<file path="src/rtl/data_boot_loader_pkg.sv">
// Shared definitions for the byte-stream data memory boot loader.
package data_boot_loader_pkg;

    typedef enum logic [2:0] {
        S_IDLE,
        S_HDR,
        S_DATA,
        S_WRITE,
        S_CSUM,
        S_DONE,
        S_ERR
    } state_e;

    localparam int BYTES_PER_WORD = 4;

endpackage

</file>
<file path="src/rtl/data_boot_loader_asm.sv">
// Packs stream bytes MSB-first into boot words and keeps the running XOR checksum.
module boot_word_assembler
    import data_boot_loader_pkg::*;
#(
    parameter int DATA_WIDTH = 32
) (
    input  logic                  clk,
    input  logic                  resetn,
    input  logic                  clr_i,
    input  logic                  byte_vld_i,
    input  logic [7:0]            byte_i,
    output logic [DATA_WIDTH-1:0] word_o,
    output logic                  word_valid_o,
    output logic [7:0]            xor_o
);

    localparam int CW = $clog2(BYTES_PER_WORD);

    logic [DATA_WIDTH-1:0] word_q;
    logic [CW-1:0]         cnt_q;
    logic [7:0]            xor_q;

    // word_o already contains the incoming byte so the top can latch it on the 4th beat
    assign word_o       = {word_q[DATA_WIDTH-9:0], byte_i};
    assign word_valid_o = byte_vld_i && (cnt_q == CW'(BYTES_PER_WORD - 1));
    assign xor_o        = xor_q;

    always_ff @(posedge clk or negedge resetn) begin
        if (!resetn) begin
            word_q <= '0;
            cnt_q  <= '0;
            xor_q  <= '0;
        end else if (clr_i) begin
            word_q <= '0;
            cnt_q  <= '0;
            xor_q  <= '0;
        end else if (byte_vld_i) begin
            word_q <= word_o;
            cnt_q  <= cnt_q + CW'(1);
            xor_q  <= xor_q ^ byte_i;
        end
    end

endmodule

</file>
<file path="src/rtl/data_boot_loader.sv">
// Boot loader: receives a framed image (count, words, XOR checksum) and writes
// it to the data memory boot port, holding the CPU in reset until verified.
module data_boot_loader
    import data_boot_loader_pkg::*;
#(
    parameter int                    ADDR_WIDTH = 8,
    parameter int                    DATA_WIDTH = 32,
    parameter logic [ADDR_WIDTH-1:0] BASE_ADDR  = '0
) (
    input  logic                  clk,
    input  logic                  resetn,
    input  logic                  start,
    input  logic [7:0]            in_data,
    input  logic                  in_valid,
    output logic                  in_ready,
    output logic [ADDR_WIDTH-1:0] boot_daddr,
    output logic [DATA_WIDTH-1:0] boot_ddata,
    output logic                  boot_dwe,
    output logic                  busy,
    output logic                  done,
    output logic                  error,
    output logic                  cpu_resetn
);

    state_e                state_q, state_d;
    logic [ADDR_WIDTH-1:0] addr_q, addr_d;
    logic [7:0]            wcnt_q, wcnt_d;
    logic [7:0]            n_q, n_d;
    logic                  dwe_q, dwe_d;
    logic [ADDR_WIDTH-1:0] daddr_q, daddr_d;
    logic [DATA_WIDTH-1:0] ddata_q, ddata_d;
    logic                  busy_q, done_q, error_q, cpur_q;

    logic                  clr, xfer, word_valid;
    logic [DATA_WIDTH-1:0] word;
    logic [7:0]            csum;

    assign in_ready = (state_q == S_HDR) || (state_q == S_DATA) || (state_q == S_CSUM);
    assign xfer     = in_valid && in_ready;

    boot_word_assembler #(.DATA_WIDTH(DATA_WIDTH)) u_asm (
        .clk          (clk),
        .resetn       (resetn),
        .clr_i        (clr),
        .byte_vld_i   (xfer && (state_q == S_DATA)),
        .byte_i       (in_data),
        .word_o       (word),
        .word_valid_o (word_valid),
        .xor_o        (csum)
    );

    always_comb begin
        state_d = state_q;
        addr_d  = addr_q;
        wcnt_d  = wcnt_q;
        n_d     = n_q;
        dwe_d   = 1'b0;
        daddr_d = daddr_q;
        ddata_d = ddata_q;
        clr     = 1'b0;
        case (state_q)
            S_IDLE, S_DONE, S_ERR: begin
                if (start) begin
                    state_d = S_HDR;
                    clr     = 1'b1;
                    addr_d  = BASE_ADDR;
                    wcnt_d  = '0;
                end
            end
            S_HDR: begin
                if (xfer) begin
                    n_d     = in_data;
                    state_d = (in_data == 8'd0) ? S_CSUM : S_DATA;
                end
            end
            S_DATA: begin
                // Boot port is registered, so it is loaded on entry to WRITE
                if (word_valid) begin
                    state_d = S_WRITE;
                    dwe_d   = 1'b1;
                    daddr_d = addr_q;
                    ddata_d = word;
                end
            end
            S_WRITE: begin
                addr_d  = addr_q + ADDR_WIDTH'(1);
                wcnt_d  = wcnt_q + 8'd1;
                state_d = (wcnt_d == n_q) ? S_CSUM : S_DATA;
            end
            S_CSUM: begin
                if (xfer) state_d = (in_data == csum) ? S_DONE : S_ERR;
            end
            default: state_d = S_IDLE;
        endcase
    end

    always_ff @(posedge clk or negedge resetn) begin
        if (!resetn) state_q <= S_IDLE;
        else         state_q <= state_d;
    end

    always_ff @(posedge clk or negedge resetn) begin
        if (!resetn) begin
            addr_q  <= '0;
            wcnt_q  <= '0;
            n_q     <= '0;
            dwe_q   <= 1'b0;
            daddr_q <= '0;
            ddata_q <= '0;
            busy_q  <= 1'b0;
            done_q  <= 1'b0;
            error_q <= 1'b0;
            cpur_q  <= 1'b0;
        end else begin
            addr_q  <= addr_d;
            wcnt_q  <= wcnt_d;
            n_q     <= n_d;
            dwe_q   <= dwe_d;
            daddr_q <= daddr_d;
            ddata_q <= ddata_d;
            busy_q  <= (state_d == S_HDR) || (state_d == S_DATA) ||
                       (state_d == S_WRITE) || (state_d == S_CSUM);
            done_q  <= (state_d == S_DONE);
            error_q <= (state_d == S_ERR);
            cpur_q  <= (state_d == S_DONE);
        end
    end

    assign boot_daddr = daddr_q;
    assign boot_ddata = ddata_q;
    assign boot_dwe   = dwe_q;
    assign busy       = busy_q;
    assign done       = done_q;
    assign error      = error_q;
    assign cpu_resetn = cpur_q;

endmodule

</file>
<file path="config.mk">
export PLATFORM = sky130hd
export DESIGN_NAME = data_boot_loader
export DESIGN_NICKNAME = d
export VERILOG_FILES = /design/src/rtl/data_boot_loader_pkg.sv /design/src/rtl/data_boot_loader_asm.sv /design/src/rtl/data_boot_loader.sv
export SDC_FILE = /design/constraint.sdc
export NUM_CORES = 1
export LEC_CHECK = 0
export BUFFER_PORTS_ARGS = -buffer_cell sky130_fd_sc_hd__buf_4
export CAP_MARGIN = 20
export CORE_ASPECT_RATIO = 1.5
export CORE_MARGIN = 3
export CORE_UTILIZATION = 50
export CTS_CLUSTER_SIZE = 8
export DETAILED_ROUTE_END_ITERATION = 12
export PLACE_DENSITY = 0.84
export SLEW_MARGIN = 30
export SYNTH_ARGS = -nofsm -noshare
export SYNTH_HDL_FRONTEND = slang
export SYNTH_SLANG_ARGS = --single-unit
</file>
<file path="constraint.sdc">
create_clock -name clk -period 2.1 [get_ports clk]
set_clock_uncertainty 0.2 [all_clocks]
set_input_delay 0.105 -clock clk [delete_from_list [all_inputs] [get_ports clk]]
set_output_delay 0.105 -clock clk [all_outputs]
set_load 0.1 [all_outputs]
</file>
==> qor.csv <==
stage,metric,value,unit
status,status,finished clean,
worst_setup_path,reg2reg start,state_q[2],
worst_setup_path,critical path's slowest cell,or4_4,
timing,RSZ-0062 raised after global routing,yes,
cts,setup bufs post-CTS,0,
pwr,Leakage Power,2.77,nW
floorplan,Rows,42,
global_route,number of global-route vias before repair,3677,
worst_setup_path,CP max stage delay,0.55,ns
synth,Yosys cell types,49,
global_route,largest net degree at the start of global routing,41,
worst_setup_path,r2r endpoint,busy,
final_layout,Final #Nets,528,
routing,WL final,10.5,mm
synth,Netlist Area Pre-Place,4680,µm²
worst_setup_path,WP data arrival,2.08,ns
floorplan,# IOs,58,
synth,Post-synth ARST share,100,%
pwr,Clock power frac,19.5,%
routing,drt initial violations,183,
cts,clk_lat worst skew,0.34,ns
cts,Clock Tree Buf Depth,2,
routing,DRC viols,0,
pwr,P per Cell Area,1320,nW/µm²
worst_setup_path,reg2reg setup slack,0.06,ns
final_layout,Syn-to-layout area delta,22.8,%
synth,Mapped Avg Cell Area,10.7,µm²
routing,DR WL/cell,16.7,µm
job,# Max-Cap Violations,0,
pwr,Comb pwr share,41.5,%
worst_setup_path,CP startpoint,in_data[7],
synth,Yosys Warn Count,0,
worst_setup_path,critical path endpoint,busy,
worst_setup_path,Worst R2R Path Depth,4,
routing,post-route antenna net violation count,0,
global_route,grt ovf,0,
worst_setup_path,largest fanout on the critical path,5,
timing,max_slew headroom,65.2,%
synth,Post-synth EDFFs,0,
synth,Synth Register Bits,105,
synth,largest cells by area after synthesis,"dfrtp_1 56%, mux2_2 9.1%, nand2_1 7.4%",
routing,drt first pass iters,5,
routing,DR vias,3548,
synth,predominant post-synthesis flop cell,dfrtp_1,
worst_setup_path,Crit path required time,2.13,ns
timing,fin crit period,2.05,ns
final_layout,Antenna diodes,0,
pwr,Switching Fraction,42.5,%
cts,Clock transition at path regs,0.07,ns
worst_setup_path,crit-path cells,dlygate4sd3_1 -> buf_4 -> or4_4 -> o21ai_2 -> o211a_1 -> nand3_1 -> mux2_2,
floorplan,die footprint,10600,µm²
worst_setup_path,WP depth,7,
cts,H-tree Lvls,3,
hold_path,Hold Path Class,input pin to async pin,
synth,cell taking the most area after synthesis,dfrtp_1,
placed_design,GPL Wtd Cong,0.907,
pwr,Net Sw Power,3.23,mW
pwr,Sequential Power Share,39.0,%
pwr,Overall Power,7.60,mW
synth,syn nets,452,
cts,CTS Buf Count,9,
cts,clock sink count,105,
final_layout,share of layout cells above drive strength 1,28.1,%
pwr,VDD IR max,1.06,mV
worst_setup_path,CP Buf/Inv Count,2,
synth,Synth top area share,56.1,%
floorplan,Die Span X,85.0,µm
pwr,Internal,4.37,mW
timing,Max Slew Vio Count,0,
synth,register area share after synthesis,56.1,%
timing,Hold Slack,0.0216,ns
timing,Max Clock Freq,487,MHz
worst_setup_path,Crit Path Class,input pin to flop,
final_layout,post-layout instance area,5750,µm²
worst_setup_path,Crit path max-delay family,buffers and inverters,
global_route,initial antenna violation count,0,
global_route,GRT Util Overall,20.9,%
placed_design,port bufs,57,
worst_setup_path,CP Launch Type,input pin,
cts,TritonCTS clock tree,built,
timing,Fin Setup TNS,0,ns
synth,most common cell in the synthesized netlist,dfrtp_1,
timing,final hold viol count,0,
worst_setup_path,crit path capture type,flop,
synth,Syn Inst Count,437,
routing,number of vias per cell,5.67,
timing,period utilisation layout,97.8,%
global_route,first-pass GRT wire length,17.9,mm
floorplan,Die Height,124,µm
timing,# setup viols final,0,
cts,CTS root buf,clkbuf_16,
placed_design,DPL Wire Length,7.51,mm
floorplan,starting density of the core,52.1,%
timing,Tightest Pin Transition,0.521,ns
synth,Synth top cells by count,"105 x dfrtp_1, 92 x nand2_1, 38 x mux2_2",
placed_design,DP Area,5350,µm²
floorplan,Placeable Area,8990,µm²
-- how the worst min path moves through the flow --
| stage | depth (start not counted) | slack [ns] | to | startpoint |
|---|---|---|---|---|
| 6_report | 2 | 0.02 | boot_ddata[25] | resetn |
| 3_5_place_dp | 1 | -0.17 | u_asm.word_q[17] | resetn |
| 2_1_floorplan | 0 | -0.39 | addr_q[0] | resetn |
| 4_1_cts | 2 | 0.008 | boot_ddata[31] | resetn |
| 5_1_grt | 2 | 0.04 | boot_ddata[31] | resetn |
| 3_3_place_gp | 1 | -0.18 | boot_ddata[25] | resetn |
-- power by group through the flow --
stage               clock (mW)  combinational (mW)  sequential [mW]
floorplan                    0                1.43             3.77
global placement             0                3.02             2.96
detailed placement           0                3.08             2.98
CTS                       1.51                3.13             2.96
global route              1.59                3.40             3.03
finish                    1.48                3.15             2.97
-- repair_timing --
item | 4_1_cts | 5_1_grt
hold endpoints to repair | 137 | 0
gates resized for setup | 4 | 8
hold buffers | 10 | 0
pin swaps | 0 | 7
endpoints found under the setup margin | 7 | 18
-- logic make-up after synthesis --
logic type | share of synthesized area [%]
compound gates | 9.28
xor+xnor | 4.87
fa+ha+maj | 1.02
buf+inv | 2.27
flops | 56.1
mux | 10.3
simple gates | 16.1
-- cell type report --
| cell class | count | area (µm²) |
|---|---|---|
| repair buffers | 88 | 731 |
| well taps | 110 | 138 |
| multi-input cells | 307 | 1990 |
| clock buffers | 12 | 236 |
| fillers | 666 | 3240 |
| inverters | 2 | 7.51 |
| clock inverters | 2 | 16.3 |
| flip-flops and latches | 105 | 2630 |
-- flip-flops by register name (all words and copies together) (netlist names) --
signal,count
boot_ddata,32
u_asm.word_q,24
addr_q,8
boot_daddr,8
n_q,8
u_asm.xor_o,8
wcnt_q,8
state_q,3
u_asm.cnt_q,2
boot_dwe,1
busy,1
cpu_resetn,1
error,1
-- layout by cell type, fill, tap and decap left out, types with 10 or more instances in the layout --
cell type	n
xnor2_1	13
a21oi_1	32
nand2_1	91
o21ai_0	20
dfrtp_1	101
mux2_2	38
buf_4	73
nor2_1	25
xor2_1	12
dlygate4sd3_1	10
-- layer usage --
layer	track usage [%]	routed length (µm)
met5	0	0
met4	8.95	294
met3	3.64	421
met2	37.3	5790
met1	24.1	3960
-- stage by stage --
stage / instances / setup WS (ns) / util, %
finish: 626 / 0.0458 / 64.0
global route: 626 / -0.00801 / 64.0
CTS: 626 / 0.0146 / 63.6
detailed placement: 602 / -0.0167 / 59.5
global placement: 602 / 0.0336 / 59.5
floorplan: 437 / 0.0259 / -
Note: power is estimated with default switching activity, not from simulation.
